File: src/rtl/mips24_pkg.sv
// mips24_pkg
// Shared definitions for the 24-bit multicycle core front end:
//   - default data/address widths
//   - instruction register field positions
//   - next-PC source encodings driven by pc_control
//   - fetch FSM state enumeration
// No ports (package).
package mips24_pkg;

  localparam int DEF_DATA_W = 24;
  localparam int DEF_ADDR_W = 24;

  // IR field positions
  localparam int OPC_HI  = 23;
  localparam int OPC_LO  = 19;
  localparam int COND_HI = 18;
  localparam int COND_LO = 17;
  localparam int RD_HI   = 16;
  localparam int RD_LO   = 14;
  localparam int RS1_HI  = 13;
  localparam int RS1_LO  = 11;
  localparam int RS2_HI  = 10;
  localparam int RS2_LO  = 8;
  localparam int IMM_HI  = 10;
  localparam int IMM_LO  = 0;
  localparam int IMM_W   = IMM_HI - IMM_LO + 1;
  localparam int OFF_HI  = 16;
  localparam int OFF_LO  = 0;
  localparam int OFF_W   = OFF_HI - OFF_LO + 1;

  // Next-PC source encodings
  localparam logic [1:0] PC_SRC_INC = 2'b00;
  localparam logic [1:0] PC_SRC_BR  = 2'b01;
  localparam logic [1:0] PC_SRC_JMP = 2'b10;
  localparam logic [1:0] PC_SRC_RET = 2'b11;

  typedef enum logic [1:0] {
    ST_IDLE,
    ST_FETCH,
    ST_LATCH,
    ST_HOLD
  } fetch_state_e;

endpackage

File: src/rtl/ret_stack.sv
// ret_stack
// Circular return-address stack used by the fetch unit when FETCH_RAS_EN is
// defined. Pushing onto a full stack overwrites the oldest entry. A push and a
// pop in the same cycle pop the current top first and then push, so the new
// value replaces the old top. Popping an empty stack leaves it unchanged.
// Ports:
//   i_clk    core clock
//   i_reset  synchronous, active-low; empties the stack
//   i_push   write i_data as the new top
//   i_pop    discard the current top
//   i_data   value to push
//   o_top    current top entry (meaningless when o_empty)
//   o_empty  no valid entries
//   o_full   DEPTH valid entries
module ret_stack #(
  parameter int DEPTH = 4,
  parameter int WIDTH = 24
) (
  input  logic             i_clk,
  input  logic             i_reset,
  input  logic             i_push,
  input  logic             i_pop,
  input  logic [WIDTH-1:0] i_data,
  output logic [WIDTH-1:0] o_top,
  output logic             o_empty,
  output logic             o_full
);

  localparam int PTR_W = (DEPTH > 1) ? $clog2(DEPTH) : 1;
  localparam int CNT_W = $clog2(DEPTH + 1);

  logic [WIDTH-1:0] r_mem [DEPTH];
  // r_sp is the slot the next push writes; the top lives one slot below it.
  logic [PTR_W-1:0] r_sp;
  logic [CNT_W-1:0] r_count;

  logic [PTR_W-1:0] w_top_idx;
  logic [PTR_W-1:0] w_base;
  logic [PTR_W-1:0] w_base_inc;
  logic [CNT_W-1:0] w_base_count;
  logic             w_do_pop;

  // A pop first rewinds the pointer; a same-cycle push then works from that
  // rewound position, which makes push+pop a replace-top.
  always_comb begin
    w_top_idx    = (r_sp == '0) ? PTR_W'(DEPTH - 1) : r_sp - PTR_W'(1);
    w_do_pop     = i_pop && !o_empty;
    w_base       = w_do_pop ? w_top_idx : r_sp;
    w_base_count = w_do_pop ? r_count - CNT_W'(1) : r_count;
    w_base_inc   = (w_base == PTR_W'(DEPTH - 1)) ? '0 : w_base + PTR_W'(1);
  end

  always_ff @(posedge i_clk) begin
    if (!i_reset) begin
      r_sp    <= '0;
      r_count <= '0;
    end else if (i_push) begin
      r_sp    <= w_base_inc;
      r_count <= (w_base_count == CNT_W'(DEPTH)) ? w_base_count
                                                 : w_base_count + CNT_W'(1);
    end else if (w_do_pop) begin
      r_sp    <= w_base;
      r_count <= w_base_count;
    end
  end

  // Storage needs no reset: r_count alone decides which entries are valid.
  always_ff @(posedge i_clk) begin
    if (i_reset && i_push) begin
      r_mem[w_base] <= i_data;
    end
  end

  assign o_top   = r_mem[w_top_idx];
  assign o_empty = (r_count == '0);
  assign o_full  = (r_count == CNT_W'(DEPTH));

endmodule

File: src/rtl/fetch_decode_unit.sv
// fetch_decode_unit
// Fetch stage of the 24-bit multicycle core. Owns the PC and the instruction
// register, drives instruction_memory, decodes IR fields combinationally and
// applies the next-PC selection when control_unit commits an instruction.
// Optional feature macro: FETCH_RAS_EN (internal return stack replaces
// i_ret_addr for returns and adds the i_ras_push port).
// Ports:
//   i_clk          core clock
//   i_reset        synchronous, active-low
//   i_fetch_req    start a fetch at the current PC (IDLE/HOLD only)
//   i_pc_we        commit next PC (IDLE/HOLD only, otherwise protocol error)
//   i_pc_src       00 PC+1, 01 PC+1+sext(imm11), 10 zext(off17), 11 return
//   i_ret_addr     return target for pc_src=11 (ignored with FETCH_RAS_EN)
//   i_ras_push     push PC+1 with the commit (FETCH_RAS_EN only)
//   o_imem_addr    instruction address, always equal to the PC
//   o_imem_rd      read strobe, high for the single FETCH cycle
//   i_imem_data    memory data, valid one cycle after the strobe
//   o_pc           current PC
//   o_instr        IR contents
//   o_instr_valid  one-cycle pulse after the IR is loaded
//   o_opcode/o_cond/o_rd/o_rs1/o_rs2  IR fields
//   o_imm          sign-extended IR[10:0]
//   o_fetch_err    sticky protocol error, cleared only by reset
module fetch_decode_unit
  import mips24_pkg::*;
#(
  parameter int                DATA_W    = DEF_DATA_W,
  parameter int                ADDR_W    = DEF_ADDR_W,
  parameter logic [ADDR_W-1:0] RESET_PC  = '0,
  parameter int                RAS_DEPTH = 4
) (
  input  logic              i_clk,
  input  logic              i_reset,
  input  logic              i_fetch_req,
  input  logic              i_pc_we,
  input  logic [1:0]        i_pc_src,
  input  logic [ADDR_W-1:0] i_ret_addr,
`ifdef FETCH_RAS_EN
  input  logic              i_ras_push,
`endif
  output logic [ADDR_W-1:0] o_imem_addr,
  output logic              o_imem_rd,
  input  logic [DATA_W-1:0] i_imem_data,
  output logic [ADDR_W-1:0] o_pc,
  output logic [DATA_W-1:0] o_instr,
  output logic              o_instr_valid,
  output logic [4:0]        o_opcode,
  output logic [1:0]        o_cond,
  output logic [2:0]        o_rd,
  output logic [2:0]        o_rs1,
  output logic [2:0]        o_rs2,
  output logic [DATA_W-1:0] o_imm,
  output logic              o_fetch_err
);

  fetch_state_e      r_state;
  fetch_state_e      w_state_next;
  logic              w_imem_rd;
  logic              w_load_ir;
  logic              w_pc_ok;

  logic [ADDR_W-1:0] r_pc;
  logic [DATA_W-1:0] r_ir;
  logic              r_valid;
  logic              r_err;

  logic [ADDR_W-1:0] w_pc_inc;
  logic [ADDR_W-1:0] w_pc_branch;
  logic [ADDR_W-1:0] w_pc_jump;
  logic [ADDR_W-1:0] w_ret_target;
  logic [ADDR_W-1:0] w_pc_next;
  logic              w_ret_err;

  always_ff @(posedge i_clk) begin
    if (!i_reset) begin
      r_state <= ST_IDLE;
    end else begin
      r_state <= w_state_next;
    end
  end

  // PC commits are only legal while no fetch is in flight (IDLE/HOLD);
  // fetch requests arriving mid-fetch are simply dropped.
  always_comb begin
    w_state_next = r_state;
    w_imem_rd    = 1'b0;
    w_load_ir    = 1'b0;
    w_pc_ok      = 1'b0;
    case (r_state)
      ST_IDLE: begin
        w_pc_ok = 1'b1;
        if (i_fetch_req) w_state_next = ST_FETCH;
      end
      ST_FETCH: begin
        w_imem_rd    = 1'b1;
        w_state_next = ST_LATCH;
      end
      ST_LATCH: begin
        w_load_ir    = 1'b1;
        w_state_next = ST_HOLD;
      end
      ST_HOLD: begin
        w_pc_ok = 1'b1;
        if (i_fetch_req) w_state_next = ST_FETCH;
      end
      default: w_state_next = ST_IDLE;
    endcase
  end

  // Next-PC candidates; all arithmetic wraps at ADDR_W bits.
  always_comb begin
    w_pc_inc    = r_pc + ADDR_W'(1);
    w_pc_branch = w_pc_inc + {{(ADDR_W-IMM_W){r_ir[IMM_HI]}}, r_ir[IMM_HI:IMM_LO]};
    w_pc_jump   = {{(ADDR_W-OFF_W){1'b0}}, r_ir[OFF_HI:OFF_LO]};
    case (i_pc_src)
      PC_SRC_INC: w_pc_next = w_pc_inc;
      PC_SRC_BR:  w_pc_next = w_pc_branch;
      PC_SRC_JMP: w_pc_next = w_pc_jump;
      default:    w_pc_next = w_ret_target;
    endcase
  end

`ifdef FETCH_RAS_EN
  logic              w_ras_push;
  logic              w_ras_pop;
  logic              w_ras_empty;
  logic              w_ras_full;
  logic [ADDR_W-1:0] w_ras_top;
  logic              w_unused_ras;

  assign w_ras_pop  = i_pc_we && w_pc_ok && (i_pc_src == PC_SRC_RET);
  assign w_ras_push = i_pc_we && w_pc_ok && i_ras_push;

  ret_stack #(
    .DEPTH (RAS_DEPTH),
    .WIDTH (ADDR_W)
  ) u_ret_stack (
    .i_clk   (i_clk),
    .i_reset (i_reset),
    .i_push  (w_ras_push),
    .i_pop   (w_ras_pop),
    .i_data  (w_pc_inc),
    .o_top   (w_ras_top),
    .o_empty (w_ras_empty),
    .o_full  (w_ras_full)
  );

  // An underflowing return restarts from the reset vector and flags the error.
  assign w_ret_target = w_ras_empty ? RESET_PC : w_ras_top;
  assign w_ret_err    = w_ras_pop && w_ras_empty;
  assign w_unused_ras = ^{i_ret_addr, w_ras_full};
`else
  logic w_unused_cfg;

  assign w_ret_target = i_ret_addr;
  assign w_ret_err    = 1'b0;
  assign w_unused_cfg = (RAS_DEPTH > 0);
`endif

  // PC, IR, valid pulse and sticky error. Reset discards any in-flight read
  // because the IR load is gated by the LATCH state, which reset leaves.
  always_ff @(posedge i_clk) begin
    if (!i_reset) begin
      r_pc    <= RESET_PC;
      r_ir    <= '0;
      r_valid <= 1'b0;
      r_err   <= 1'b0;
    end else begin
      r_valid <= w_load_ir;
      if (w_load_ir) r_ir <= i_imem_data;
      if (i_pc_we && w_pc_ok) r_pc <= w_pc_next;
      if ((i_pc_we && !w_pc_ok) || w_ret_err) r_err <= 1'b1;
    end
  end

  assign o_imem_addr   = r_pc;
  assign o_imem_rd     = w_imem_rd;
  assign o_pc          = r_pc;
  assign o_instr       = r_ir;
  assign o_instr_valid = r_valid;
  assign o_opcode      = r_ir[OPC_HI:OPC_LO];
  assign o_cond        = r_ir[COND_HI:COND_LO];
  assign o_rd          = r_ir[RD_HI:RD_LO];
  assign o_rs1         = r_ir[RS1_HI:RS1_LO];
  assign o_rs2         = r_ir[RS2_HI:RS2_LO];
  assign o_imm         = {{(DATA_W-IMM_W){r_ir[IMM_HI]}}, r_ir[IMM_HI:IMM_LO]};
  assign o_fetch_err   = r_err;

endmodule

File: config.mk
export PLATFORM = sky130hd
export DESIGN_NAME = fetch_decode_unit
export DESIGN_NICKNAME = d
export VERILOG_FILES = /design/src/rtl/mips24_pkg.sv /design/src/rtl/ret_stack.sv /design/src/rtl/fetch_decode_unit.sv
export SDC_FILE = /design/constraint.sdc
export NUM_CORES = 1
export LEC_CHECK = 0
export CAP_MARGIN = 5
export CORE_MARGIN = 1.5
export CORE_UTILIZATION = 46
export CTS_CLUSTER_DIAMETER = 60
export DETAILED_ROUTE_END_ITERATION = 16
export PLACE_DENSITY = 0.93
export SYNTH_ARGS = -nofsm -noshare
export SYNTH_HDL_FRONTEND = slang
export SYNTH_SLANG_ARGS = --single-unit
File: constraint.sdc
create_clock -name i_clk -period 4.38 [get_ports i_clk]
set_clock_uncertainty 0.15 [all_clocks]
set_input_delay 0.657 -clock i_clk [delete_from_list [all_inputs] [get_ports i_clk]]
set_output_delay 0.657 -clock i_clk [all_outputs]
set_load 0.02 [all_outputs]
==> metrics.txt <==
outcome=complete, no violations; TritonCTS Buffers=5; sequential share of the synthesized area=21.83%; mean routed wirelength per cell=18.76 um; DR vias/cell=5.883; crit path kind=reg -> reg; setup TNS=0 ps; clk_lat worst skew=320 ps; clk slew on worst S/H paths=110 ps; nets=757; Worst setup EP type=flip-flop; Net Count, Synth=662; first-pass GRT wire length=24.09 mm; Die X=104.8 um; worst vdd ir=0.2529 mV; cell taking the most area after synthesis=dfxtp_1; commonest non-fill, non-tap cell in the layout=clkdlybuf4s50_1; DRT Wirelength=15.11 mm; Leak=0.002412 uW; most frequent cells in the layout=clkdlybuf4s50_1, dfxtp_1, nand2_1, o21ai_0, nor2_1; Congestion Overflow GR=0; top cells by area, synth=dfxtp_1, buf_4, ha_1, mux2i_1, mux4_2; Reg2Reg Capture Point=o_imem_addr[23]; Worst-Margin Slew=873.2 ps; core region area=0.009910 mm^2; cells after synthesis=576; layout cell share with drive strength beyond 1=6.399%; TritonCTS clock tree=built; FP Rows=36; drt initial violations=203; Hold Crit Class=reg -> reg; final core utilization=62.41%; Final Slew Violations=0; Initial Util=48.12%; Max transition margin=41.64%; f_max=246.0 MHz; Cell Chain, Critical Path=ha_1 > and4_1 > and4_1 > nand3_1 > xnor2_1 > ha_1 > and2_4 > a221o_1 > a2111oi_2 > nor3_1 > or3_1 > a311o_1 > o211ai_1; Post-Syn Area=0.004768 mm^2; initial antenna violation count=0; total number of vias=4736; Buf+Inv Stages, Crit Path=0; Post-synth EDFFs=0; RSZ-0062 raised after global routing=no; worst hold start=o_fetch_err; Die Y=104.8 um; # setup viols final=0; remaining antenna violation count=0; Worst setup SP type=flip-flop; Setup Buffers After CTS=0; # Max-Cap Violations=0; Synth async-reset ratio=0%; Crit Path Max Fanout=8; arrival time at the worst endpoint=4170 ps; CTS resizes=0; # diodes=0; gpl congestion=0.9195; area of the die=0.01099 mm^2; critical path depth in cells=13; clock tree buffer depth=2; slowest CP cell=dfxtp_1; Worst path max stage delay=460 ps; CP Data Required Time=4480 ps; leading register cell type out of synthesis=dfxtp_1; worst hold endpoint=o_fetch_err; Netlist cell types=62; vias in the first global route=4704; Yosys top cell area share=21.83%; Tmin final=4066 ps; DRC viols=0; Yosys warnings=0; hold depth=1; DP Wirelength=11.53 mm; Crit path max-delay family=simple AND/OR/NAND/NOR gates; pin count of the biggest net entering global routing=29; Port Buffers=168; pwr dens=465.7 mW/mm^2; Clock Sink Count=52; Area Overhead vs Synth=29.70%; final hold violations=0; root buf cell=clkbuf_8; reg-to-reg startpoint=o_imem_addr[0]; fillcell total=816; reg2reg path depth=13; IO Pins=169; Final period util=92.82%; H-tree levels=2; DRT Pass-1 Iters=5; CTS Hold Bufs=0; number of synthesized register bits=52; flop-to-flop setup slack=310 ps; Avg Cell Area, Syn=8.278 um^2; overall global routing resource usage=27.14%
[worst max path at each step]
| stage | end | slack [ps] | startpoint |
|---|---|---|---|
| 2_1_floorplan | o_imem_addr[23] | 440 | o_imem_addr[0] |
| 3_3_place_gp | o_imem_addr[23] | 520 | o_imem_addr[0] |
| 3_5_place_dp | o_imem_addr[23] | 430 | o_imem_addr[0] |
| 4_1_cts | o_imem_addr[23] | 390 | o_imem_addr[0] |
| 5_1_grt | o_imem_addr[23] | 70 | o_imem_addr[0] |
| 6_report | o_imem_addr[23] | 310 | o_imem_addr[0] |
[sequential cells by signal, indices dropped and copies added, names as in the netlist]
signal,flops
o_instr_valid,1
o_imem_addr,24
o_instr,24
o_fetch_err,1
r_state,2
[power by group]
group,switching [uW],internal (uW)
sequential,195,587
combinational,967,834
clock,183,115
total,1340,1540
[cell families (layout without fill, tap and decap cells)]
kind of cell             after synthesis  in the layout  synth area share [%]
AND/OR/NAND/NOR                      184            184                 20.13
adder cells (fa/ha/maj)               32             32                 8.554
multiplexers                          41             41                 11.34
XOR/XNOR                              34             34                 6.245
flip-flops                            52             52                 21.83
AO/OA/AOI/OAI                        137            137                 19.16
buffers and inverters                 96            192                 12.75
[Yosys cell counts (all sizes together) (5+ instances only)]
master	count
nor2	32
and4	7
dfxtp	52
and2	13
nor2b	26
inv	8
nand3	17
nand2	47
nor3	8
nand4	9
xnor2	23
xor2	11
mux2i	27
clkbuf	22
a21o	13
a31oi	7
ha	31
mux4	10
buf	66
a21oi	27
o21ai	33
o211ai	6
and3	8
a211oi	5
o21a	7
[worst reg2reg max path, delay by kind of cell, from the launching register on]
| kind | cells | cell delay (ps) |
|---|---|---|
| compound gates | 4 | 1150 |
| xor+xnor | 1 | 210 |
| fa+ha+maj | 2 | 570 |
| flops | 1 | 460 |
| simple gates | 6 | 1440 |
[through the flow]
step                      area, um^2  instances  setup slack (ps)  total power [uW]  hold WS [ps]
after floorplan                 4768        576             443.7              1978         376.4
after global placement          6098        797             518.2              2521         309.5
after detailed placement        6098        797             430.0              2566         320.3
after CTS                       6185        805             391.6              2871         345.3
after global routing            6185        805             71.87              3040         365.0
final                           6185        805             314.3              2880         342.3
[cell type report]
cell class                      instances  area, um^2  share of cell area, %
Tap cell                              133       166.4                  2.691
Inverter                                8       30.03                 0.4855
Clock buffer                            6       72.57                  1.173
Multi-Input combinational cell        428        3119                  50.43
Clock inverter                          2       13.76                 0.2225
Timing Repair Buffer                  176        1742                  28.16
Sequential cell                        52        1041                  16.83
[layer usage]
layer / track usage, % / part of all wire [%]
met5: 0 / 0
met4: 13.41 / 4.0
met3: 6.238 / 8.2
met2: 46.97 / 48
met1: 31.29 / 39
(Power assumes the default switching activity.)
